[config.mk]
export PLATFORM = sky130hd
export DESIGN_NAME = rr_select_arb4
export DESIGN_NICKNAME = d
export VERILOG_FILES = /design/src/rtl/rr_select_arb4.sv
export SDC_FILE = /design/constraint.sdc
export NUM_CORES = 1
export LEC_CHECK = 0
export ABC_AREA = 1
export CORE_ASPECT_RATIO = 1.1
export CORE_MARGIN = 1
export CORE_UTILIZATION = 60
export CTS_BUF_LIST = sky130_fd_sc_hd__clkbuf_16
export DETAILED_ROUTE_END_ITERATION = 6
export DONT_BUFFER_PORTS = 1
export MAX_ROUTING_LAYER = met4
export PLACE_DENSITY = 0.76
export SYNTH_ARGS = -nofsm -noshare
export SYNTH_HDL_FRONTEND = slang
export SYNTH_SLANG_ARGS = --single-unit
[constraint.sdc]
create_clock -name clk -period 1.8 [get_ports clk]
set_input_delay 0.36 -clock clk [delete_from_list [all_inputs] [get_ports clk]]
set_output_delay 0.36 -clock clk [all_outputs]
set_load 0.005 [all_outputs]
[src/rtl/rr_select_arb4.sv]
// Round-robin arbiter for four requesters feeding a 4:1 mux: registered select,
// one-hot grant, hold-time limit with forced rotation and a one-cycle timeout pulse.
//
// state   | meaning
// IDLE    | no owner; grant=0, select keeps last owner so the mux output stays put
// GRANT   | owner = select; held until done, request drop, or hold limit
module rr_select_arb4 #(
    parameter int MAX_HOLD = 16,
    parameter int CNT_W    = 8
) (
    input  logic       clk,
    input  logic       rst_n,
    input  logic [3:0] req,
    input  logic       done,
    output logic [1:0] select,
    output logic [3:0] grant,
    output logic       gnt_valid,
    output logic       timeout
);

    typedef enum logic {
        ST_IDLE  = 1'b0,
        ST_GRANT = 1'b1
    } state_t;

    localparam bit               HOLD_EN   = (MAX_HOLD != 0);
    localparam logic [CNT_W-1:0] HOLD_LAST = HOLD_EN ? CNT_W'(MAX_HOLD - 1) : '0;

    state_t           state_q, state_d;
    logic [1:0]       sel_q, sel_d;
    logic [3:0]       grant_q, grant_d;
    logic             gv_q, gv_d;
    logic             tout_q, tout_d;
    logic [1:0]       ptr_q, ptr_d;
    logic [CNT_W-1:0] cnt_q, cnt_d;

    logic [1:0] owner;
    logic [1:0] next_ptr;
    logic [1:0] win_idle;
    logic [1:0] win_rot;
    logic       hold_hit;
    logic       release_own;

    // First set bit of mask, searching start, start+1, ... modulo 4.
    function automatic logic [1:0] win(input logic [1:0] start, input logic [3:0] mask);
        logic [1:0] result;
        logic [1:0] idx;
        logic       found;
        result = start;
        found  = 1'b0;
        for (int k = 0; k < 4; k++) begin
            idx = start + 2'(k);
            if (!found && mask[idx]) begin
                result = idx;
                found  = 1'b1;
            end
        end
        return result;
    endfunction

    assign owner       = sel_q;
    assign next_ptr    = owner + 2'd1;
    assign win_idle    = win(ptr_q, req);
    assign win_rot     = win(next_ptr, req);
    assign hold_hit    = HOLD_EN && (cnt_q == HOLD_LAST);
    assign release_own = done | ~req[owner] | hold_hit;

    always_comb begin
        state_d = state_q;
        sel_d   = sel_q;
        grant_d = grant_q;
        gv_d    = gv_q;
        tout_d  = 1'b0;
        ptr_d   = ptr_q;
        cnt_d   = cnt_q;
        case (state_q)
            ST_IDLE: begin
                grant_d = 4'b0000;
                gv_d    = 1'b0;
                if (req != 4'b0000) begin
                    state_d = ST_GRANT;
                    sel_d   = win_idle;
                    grant_d = 4'b0001 << win_idle;
                    gv_d    = 1'b1;
                    cnt_d   = '0;
                end
            end
            ST_GRANT: begin
                if (!release_own) begin
                    // Saturation only matters with no hold limit.
                    if (cnt_q != {CNT_W{1'b1}}) begin
                        cnt_d = cnt_q + 1'b1;
                    end
                end else begin
                    ptr_d  = next_ptr;
                    tout_d = hold_hit & ~done & req[owner];
                    cnt_d  = '0;
                    if (req != 4'b0000) begin
                        sel_d   = win_rot;
                        grant_d = 4'b0001 << win_rot;
                        gv_d    = 1'b1;
                    end else begin
                        state_d = ST_IDLE;
                        grant_d = 4'b0000;
                        gv_d    = 1'b0;
                    end
                end
            end
            default: begin
                state_d = ST_IDLE;
                grant_d = 4'b0000;
                gv_d    = 1'b0;
            end
        endcase
    end

    always_ff @(posedge clk or negedge rst_n) begin
        if (!rst_n) begin
            state_q <= ST_IDLE;
            sel_q   <= 2'd0;
            grant_q <= 4'b0000;
            gv_q    <= 1'b0;
            tout_q  <= 1'b0;
            ptr_q   <= 2'd0;
            cnt_q   <= '0;
        end else begin
            state_q <= state_d;
            sel_q   <= sel_d;
            grant_q <= grant_d;
            gv_q    <= gv_d;
            tout_q  <= tout_d;
            ptr_q   <= ptr_d;
            cnt_q   <= cnt_d;
        end
    end

    assign select    = sel_q;
    assign grant     = grant_q;
    assign gnt_valid = gv_q;
    assign timeout   = tout_q;

endmodule

# After elaboration in Yosys (flattened, before gate mapping)
# Index checks and enable logic that the tools add are counted.
dict set report totals {
  elab_cells 104
  out_inout_bits 8
  ff_bits 19
  in_bits 7
}
dict set report op_classes {
  shifts 2
  n_eq_ne 6
  mux 49
  n_reduce_logical 16
  n_lt_le_gt_ge 9
  add_sub_neg 8
  n_bitwise 7
}
# op n
set op_table {}
lappend op_table {{2-bit by 3-bit < comparator with 1-bit output (second input constant)} 9}
lappend op_table {{8-bit two-way mux} 3}
lappend op_table {{1-bit two-way mux} 20}
lappend op_table {{1-bit binary-select mux with 2-bit select} 9}
lappend op_table {{2-bit two-way mux} 9}
lappend op_table {{8-bit one-hot mux with 2 select lines} 1}
lappend op_table {{4-bit two-way mux} 3}
lappend op_table {{2-bit adder (second input constant)} 4}
lappend op_table {{8-bit by 1-bit adder with 8-bit output (second input constant)} 1}
lappend op_table {{8-bit by 4-bit equality test with 1-bit output (second input constant)} 1}
lappend op_table {{8-bit inequality test (second input constant)} 1}
lappend op_table {{4-bit one-hot mux with 2 select lines} 1}
lappend op_table {{1-bit by 2-bit left shift with 4-bit output (first input constant)} 2}
lappend op_table {{2-bit by 1-bit adder with 2-bit output (second input constant)} 3}
lappend op_table {{1-bit logical AND} 6}
lappend op_table {{1-bit logical NOT} 6}
lappend op_table {{2-bit by 1-bit inequality test with 1-bit output (second input constant)} 2}
lappend op_table {{1-bit one-hot mux with 2 select lines} 2}
lappend op_table {{2-bit one-hot mux with 2 select lines} 1}
lappend op_table {{2-bit AND reduction} 2}
lappend op_table {{4-bit nonzero test} 1}
lappend op_table {{3-bit by 1-bit inequality test with 1-bit output (second input constant)} 1}
lappend op_table {{1-bit inverter} 3}
lappend op_table {{3-bit AND reduction} 1}
lappend op_table {{other kinds (3)} 5}

# Logic depth before layout (Yosys ltp)
# Gate-level depths: netlist (run 1).
dict set report logic_depth {
  ltp_word 17
  ltp_mapped 16
  ltp_nobuf 15
}

# Worst setup path after synthesis (run 1)
# Ideal clock, no wire load.
dict set report synth_path {
  path_kind {reg-to-reg}
  startpoint {register sel_q[0], in the netlist select[0]}
  endpoint {register cnt_q[5]}
  required_ns 1.685
  path_buffers 1
  setup_slack_ns 0.174
  setup_time_ns 0.115
  t_arrival_ns 1.511
  path_stages_with_launch 16
  synth_period_minus_slack_ns 1.626
  path_cell_list {dfrtp_1 -> inv_2 -> buf_6 -> nand2_2 -> nand3_2 -> nand2_4 -> nor2_4 -> nand2_4 -> nor2_8 -> nand3_4 -> nand2_4 -> nor2_4 -> nand2_1 -> nand2_1 -> nand2_1 -> nor2_2}
}
dict set report synth_via {
  elab_chain_len 7
  elab_cells_between_ends 9
  classes_between {eq/ne: 1; mux: 4; bitwise: 3; reduce/logical: 1}
}
# item line
set synth_rtl {}
lappend synth_rtl {{from (decl)} 30} ;# logic [1:0] sel_q, sel_d;
lappend synth_rtl {{from (signal assigned)} 128} ;# sel_q <= sel_d;
lappend synth_rtl {{1-bit binary-select mux with 2-bit select *} 66} ;# assign release_own = done | ~req[owner] | hold_hit;
lappend synth_rtl {{1-bit two-way mux (implied by the code) *} 66}
lappend synth_rtl {{1-bit inverter *} 66}
lappend synth_rtl {{1-bit bitwise OR * (2 in series)} 66}
lappend synth_rtl {{8-bit two-way mux / 3-bit by 1-bit inequality test with 1-bit output (equally long branches)} -}
lappend synth_rtl {{8-bit one-hot mux with 2 select lines / 2-bit AND reduction (equally long branches)} -}
lappend synth_rtl {{to (signal assigned)} 133} ;# cnt_q <= cnt_d;
lappend synth_rtl {{to (decl)} 35} ;# logic [CNT_W-1:0] cnt_q, cnt_d;
# Mark *: on every way between the ends. The rest lies on a longest branch, timed or not. The select of a mux whose other input is x is not followed.
# A chain may end at the register's enable or synchronous reset.

# Final worst setup path (run 1)
dict set report layout_path {
  startpoint {register ptr_q[0]}
  endpoint {register sel_q[1], in the netlist select[1]}
}
dict set report layout_via {
  elab_chain_len 14
  elab_cells_between_ends 25
  classes_between {add/sub: 3; mux: 16; reduce/logical: 6}
}
# item line
set layout_rtl {}
lappend layout_rtl {{from (decl)} 34} ;# logic [1:0] ptr_q, ptr_d;
lappend layout_rtl {{from (signal assigned)} 132} ;# ptr_q <= ptr_d;
lappend layout_rtl {{branches (longest 11 deep; another with 2-bit by 1-bit adder with 2-bit output)} -}
lappend layout_rtl {{2-bit two-way mux *} 53} ;# if (!found && mask[idx]) begin
lappend layout_rtl {{2-bit two-way mux *} 80} ;# if (req != 4'b0000) begin
lappend layout_rtl {{2-bit one-hot mux with 2 select lines *} 76} ;# case (state_q)
# Every way passes the cells marked *. The select of a mux whose other input is x is not followed.

==> flow_summary.json, run 1 <==
{
  "yosys_warnings": 0,
  "vias": 1719,
  "finalMaxSlewViolations": 0,
  "tns_ns": 0,
  "async_reset_ff_share_pct": 100,
  "grt.total_usage_pct": 26.6,
  "core_sq_um": 2570,
  "synth-main-ff-cell": "dfrtp_1",
  "required_ns": 1.98,
  "r2r-start": "ptr_q[0]",
  "totalWireLength_um": 4160,
  "cap_violations": 0,
  "grt_pass1_vias": 1442,
  "cp.arrival_ns": 1.92,
  "grt_pass1_wl_um": 5860,
  "synth_edf_count": 0,
  "finalWorstSetupSlack_ns": 0.0573,
  "n_antenna_cell": 0,
  "drt_first_pass_iters": 6,
  "fillers": 175,
  "path_max_fanout": 7,
  "htree_levels": 1,
  "clock_sinks": 19,
  "max_freq_mhz": 574,
  "hpwl_um": 2730,
  "timing.rr.end": "select[1]",
  "synth_nets": 266,
  "die_area_sq_um": 2990,
  "min_period_ns": 1.74,
  "cp_common_cell": "nand2_2",
  "vdd_drop_max_uv": 1360,
  "cts_buffers": 3,
  "yosysUniqueCellTypes": 26,
  "start_util_pct": 64.8,
  "critPathCaptureType": "register",
  "p_leak_uw": 0.00105,
  "status": "finished clean",
  "final-hold-violation-count": 0,
  "rsz0062_at_grt": "yes",
  "max_stage_delay_ns": 0.44,
  "drive_gt1_share_pct": 36.6,
  "dp_worst_setup_slack_ns": 0.0603,
  "root_buffer": "clkbuf_16",
  "antenna_found_initial": 0,
  "hold-worst-slack_ns": 0.173,
  "clkTransAtPathRegs_ns": 0.05,
  "fin_skew_ns": 0.00155,
  "critical_path.endpoint": "select[1]",
  "tightest_slew_ns": 0.892,
  "r2r_slack_ns": 0.06,
  "die_y_um": 57.2,
  "cts_tree": "built",
  "syn_area_sq_um": 1660,
  "max_slew_margin_pct": 40.4,
  "ant_nets": 0,
  "worstPathCellList": "buf_6 > nand2_2 > nand2_2 > nand2_2 > nand2_2 > nand2_2 > nor2_4 > nand2_2 > nand2_1 > nand2_1 > nand2_2 > nand2_1 > o21ai_0 > nand2_1 > nand2_1",
  "synth_cells": 258,
  "min_period_over_period_pct": 96.8,
  "gp_congestion": 0.831,
  "ios": 15,
  "critPathLaunchType": "register",
  "setup_viol": 0,
  "ys_seq_area_share_pct": 28.6,
  "clockBufferDepth": 2,
  "die_x_um": 52.2,
  "clk_latency_ns": 0.25,
  "drc_errors": 0,
  "critical_path_class": "reg -> reg",
  "r2r_cells": 15,
  "crit_slowest_cell": "dfrtp_2",
  "postSynthAreaPerCell_sq_um": 6.45,
  "routedWlPerCell_um": 13.4,
  "nets": 288,
  "synth_seq_cells": 19,
  "drt_iter0_markers": 60,
  "critPathLaunch": "ptr_q[0]",
  "vias_per_cell": 5.55,
  "area_growth_pct": 25.8,
  "p_per_area_nw_per_um2": 1880,
  "grt_max_degree": 20,
  "hp-class": "in -> reg",
  "std_cell_rows": 19,
  "gr-total-overflow": 0,
  "io_buffers": 0
}
[worst min path at each step]
stage | startpoint | endpoint | cells past startpoint
after global routing | done | timeout | 1
after CTS | done | timeout | 1
after floorplan | rst_n | cnt_q[0] | 0
final | done | timeout | 1
after detailed placement | rst_n | grant[1] | 0
after global placement | rst_n | grant[1] | 0
[metal layers]
layer	GRT usage, %	up-vias	share of wire, %	wire length [um]
li1	-	858	-	-
met2	46.5	48	54	2260
met4	10.2	0	2.0	85
met5	-	-	0	0
met1	31.1	801	40	1650
met3	2.40	12	3.8	160
[flip-flops by register name, summed over array words and instances (netlist names)]
signal and count:
cnt_q 8, grant 4, ptr_q 2, select 2, gnt_valid 1, state_q 1, timeout 1
[kinds of logic (layout without fill, tap and decap cells)]
| logic type | Yosys count | after routing | synth area share [%] |
|---|---|---|---|
| fa+ha+maj | 1 | 1 | 0.752 |
| flops | 19 | 19 | 28.6 |
| simple gates | 191 | 191 | 55.6 |
| compound gates | 16 | 16 | 5.19 |
| xor+xnor | 2 | 2 | 1.05 |
| buf+inv | 29 | 50 | 8.80 |
[cells in the mapped netlist, types with 2 or more instances]
library cell	n	area, sq um
a21oi_1	3	15.0
buf_6	5	56.3
dfrtp_1	19	475
inv_1	15	56.3
inv_2	8	30.0
nand2_1	125	469
nand2_2	12	75.1
nand2_4	3	33.8
nand3_1	19	95.1
nand3_2	6	60.1
nand4_1	5	31.3
nor2_1	7	26.3
nor2_2	2	12.5
nor2_4	5	56.3
nor3_1	3	15.0
nor4_1	2	12.5
o21ai_0	5	25.0
o21ai_1	6	30.0
[critical path, delay by kind of cell (launching register included)]
family | cells | cell delay [ns]
AND/OR/NAND/NOR | 13 | 1.03
flip-flops | 1 | 0.44
buffers and inverters | 1 | 0.15
AO/OA/AOI/OAI | 1 | 0.07
[timing repair]
action                     4_1_cts  5_1_grt
hold endpoints to repair        19        0
buffers inserted                 0        9
hold buffers                     1        0
resized for setup                0       62
setup endpoints to repair        0       15
[report_power, final]
part           total [uW]  leakage (uW)  switching, uW  internal [uW]
registers             684      0.000241            135            549
logic                2790      0.000765           1750           1040
clock network         452     0.0000423            156            295
total                3930       0.00105           2040           1880
[placed cells by master (no fill, tap or decap), drive strengths merged]
cell         synthesis  routed
o32ai                1       1
dfrtp               19      19
nor3                 3       3
inv                 23      23
clkinv               1       2
a21oi                3       3
xnor2                1       1
buf                  5      21
ha                   1       1
nor4                 2       2
dlygate4sd3          0       1
a21boi               1       1
nand2              140     140
nand3               26      26
xor2                 1       1
nand4                5       5
o21ai               11      11
nor2                15      15
clkbuf               0       3
[layout make-up]
cell class	count	area [sq um]	share of cell area (%)
Multi-Input combinational cell	210	1220	58.4
Inverter	24	100	4.78
Sequential cell	19	479	22.9
Clock buffer	3	75.1	3.59
Timing Repair Buffer	22	173	8.25
Clock inverter	1	3.75	0.179
Tap cell	31	38.8	1.85
[metrics by stage]
stage	utilization [%]	instance area (sq um)	total power, uW	cells
after floorplan	-	1660	2400	258
after global placement	67.3	1730	2740	295
after detailed placement	67.3	1730	2750	295
after CTS	70.8	1820	3220	300
after global routing	81.5	2090	4240	310
final	81.5	2090	3930	310
Power figures use the tool's default switching activity.
==> run 2, diff against run 1 <==
--- a/config.mk
+++ b/config.mk
@@ -13,7 +13,7 @@
 export DETAILED_ROUTE_END_ITERATION = 6
 export DONT_BUFFER_PORTS = 1
 export MAX_ROUTING_LAYER = met4
-export PLACE_DENSITY = 0.76
+export PLACE_DENSITY = 0.82
 export SYNTH_ARGS = -nofsm -noshare
 export SYNTH_HDL_FRONTEND = slang
 export SYNTH_SLANG_ARGS = --single-unit
==> flow_summary.json, run 2 (same netlist as run 1, synthesis figures left out) <==
{
  "vias": 1674,
  "drive_gt1_share_pct": 37.9,
  "critical_path_class": "reg -> reg",
  "critPathTopFamily": "simple AND/OR/NAND/NOR gates",
  "rsz0062_at_grt": "yes",
  "std_cell_rows": 19,
  "cp_num_buf_inv": 2,
  "largest_register_ffs": 8,
  "max_slew_margin_pct": 43.5,
  "worstPathCellList": "inv_4 > buf_6 > nand2_2 > nand2_2 > nand2_1 > nand2_2 > nand2_2 > nor2_4 > nand2_1 > nand2_1 > nor2_2 > o21ai_1 > o21ai_1",
  "drt_first_pass_iters": 4,
  "finalPower_uw": 3890,
  "grt_pass1_wl_um": 6290,
  "htree_levels": 1,
  "seq_area_sq_um": 479,
  "finalMaxSlewViolations": 0,
  "status": "finished clean",
  "cts_tree": "built",
  "power.switching_uw": 2000,
  "die_y_um": 57.2,
  "gr-total-overflow": 0,
  "grt.total_usage_pct": 28.4,
  "start_util_pct": 64.8,
  "min_period_over_period_pct": 96.3,
  "hp-class": "in -> reg",
  "routedWlPerCell_um": 13.0,
  "intPower_uw": 1890,
  "cp.arrival_ns": 1.86,
  "top_register": "cnt_q",
  "grt_pass1_vias": 1551,
  "fin_skew_ns": 0.00393,
  "p_per_area_nw_per_um2": 1880,
  "final_cell_area_sq_um": 2070,
  "swShare_pct": 51.4,
  "drt_iter0_markers": 41,
  "layout_common_cells": "nand2_1, nand2_2, buf_4, dfrtp_1, inv_1",
  "crit_slowest_cell": "dfrtp_2",
  "area_growth_pct": 24.4,
  "hpwl_um": 2680,
  "critPathCaptureType": "register",
  "setup_viol": 0,
  "critPathLaunchType": "register",
  "clk_latency_ns": 0.25,
  "ant_nets": 0,
  "die_x_um": 52.2,
  "root_buffer": "clkbuf_16",
  "io_buffers": 0,
  "power_frac_clock_pct": 11.7,
  "p_leak_uw": 0.00104,
  "post_dp_cell_area_sq_um": 1740,
  "drc_errors": 0,
  "max_freq_mhz": 577,
  "tightest_slew_ns": 0.844,
  "gp_congestion": 0.908,
  "fillers": 188,
  "final-hold-violation-count": 0,
  "grt_max_degree": 20,
  "die_area_sq_um": 2990,
  "max_stage_delay_ns": 0.45,
  "clkTransAtPathRegs_ns": 0.06,
  "multi_input_area_sq_um": 1180,
  "path_max_fanout": 6,
  "pwr-share-seq_pct": 17.5,
  "layout_commonest_cell": "nand2_1",
  "hold-worst-slack_ns": 0.178,
  "nets": 289,
  "min_period_ns": 1.73,
  "clockBufferDepth": 2,
  "totalWireLength_um": 4030,
  "required_ns": 1.93,
  "cp_common_cell": "nand2_2",
  "cap_violations": 0,
  "vias_per_cell": 5.38,
  "n_antenna_cell": 0,
  "clock_sinks": 19,
  "ios": 15,
  "vdd_drop_max_uv": 1360,
  "cts_buffers": 3,
  "core_sq_um": 2570,
  "combPwrFrac_pct": 70.8,
  "antenna_found_initial": 0
}
## run 2: changes by cell type in the layout (fill, tap and decap cells not counted), sizes merged
cell,delta
buf,+1
## run 2: what timing repair did
| action | CTS | global route |
|---|---|---|
| endpoints found under the hold margin | 19 | 0 |
| buffers inserted | 0 | 9 |
| resized for setup | 0 | 58 |
| hold buffers | 1 | 0 |
| endpoints found under the setup margin | 0 | 14 |
## run 2: worst paths after layout
path | from | endpoint | slack (ns) | cells past startpoint
max in group asynchronous | rst_n | select[1] | 0.56 | 1
max reg2reg | ptr_q[0] | select[0] | 0.07 | 13
min | done | timeout | 0.18 | 1
min reg2reg | grant[1] | grant[1] | 0.51 | 2
max | ptr_q[0] | select[0] | 0.07 | 13
min in group asynchronous | rst_n | cnt_q[3] | 0.66 | 1
## run 2: cell type report
cell class / count / area share (%)
multi-input cells: 210 / 57.0
flip-flops and latches: 19 / 23.2
repair buffers: 23 / 9.38
inverters: 24 / 4.72
clock buffers: 3 / 3.63
well taps: 31 / 1.88
clock inverters: 1 / 0.242
## run 2: metal layers
layer	global-route usage, %	part of all wire (%)	up-vias
li1	-	-	858
met1	33.0	43	786
met2	50.0	52	24
met3	4.80	3.4	6
met4	7.14	1.7	0
met5	-	0	-
## run 2: metrics by stage
step | cells | setup slack (ns) | util [%] | TNS, ns
2_1_floorplan | 258 | 0.174 | - | 0
3_3_place_gp | 297 | 0.101 | 67.9 | 0
3_5_place_dp | 297 | 0.107 | 67.9 | 0
4_1_cts | 302 | 0.0199 | 71.4 | 0
5_1_grt | 311 | -0.0503 | 80.6 | -0.263
6_report | 311 | 0.0660 | 80.6 | 0
## run 2: power groups by stage
| stage | registers [uW] | clock network (uW) | logic (uW) |
|---|---|---|---|
| 2_1_floorplan | 629 | 0 | 1770 |
| 3_5_place_dp | 652 | 0 | 2120 |
| 5_1_grt | 694 | 474 | 3060 |
| 6_report | 681 | 457 | 2760 |
| 3_3_place_gp | 649 | 0 | 2100 |
| 4_1_cts | 647 | 462 | 2180 |
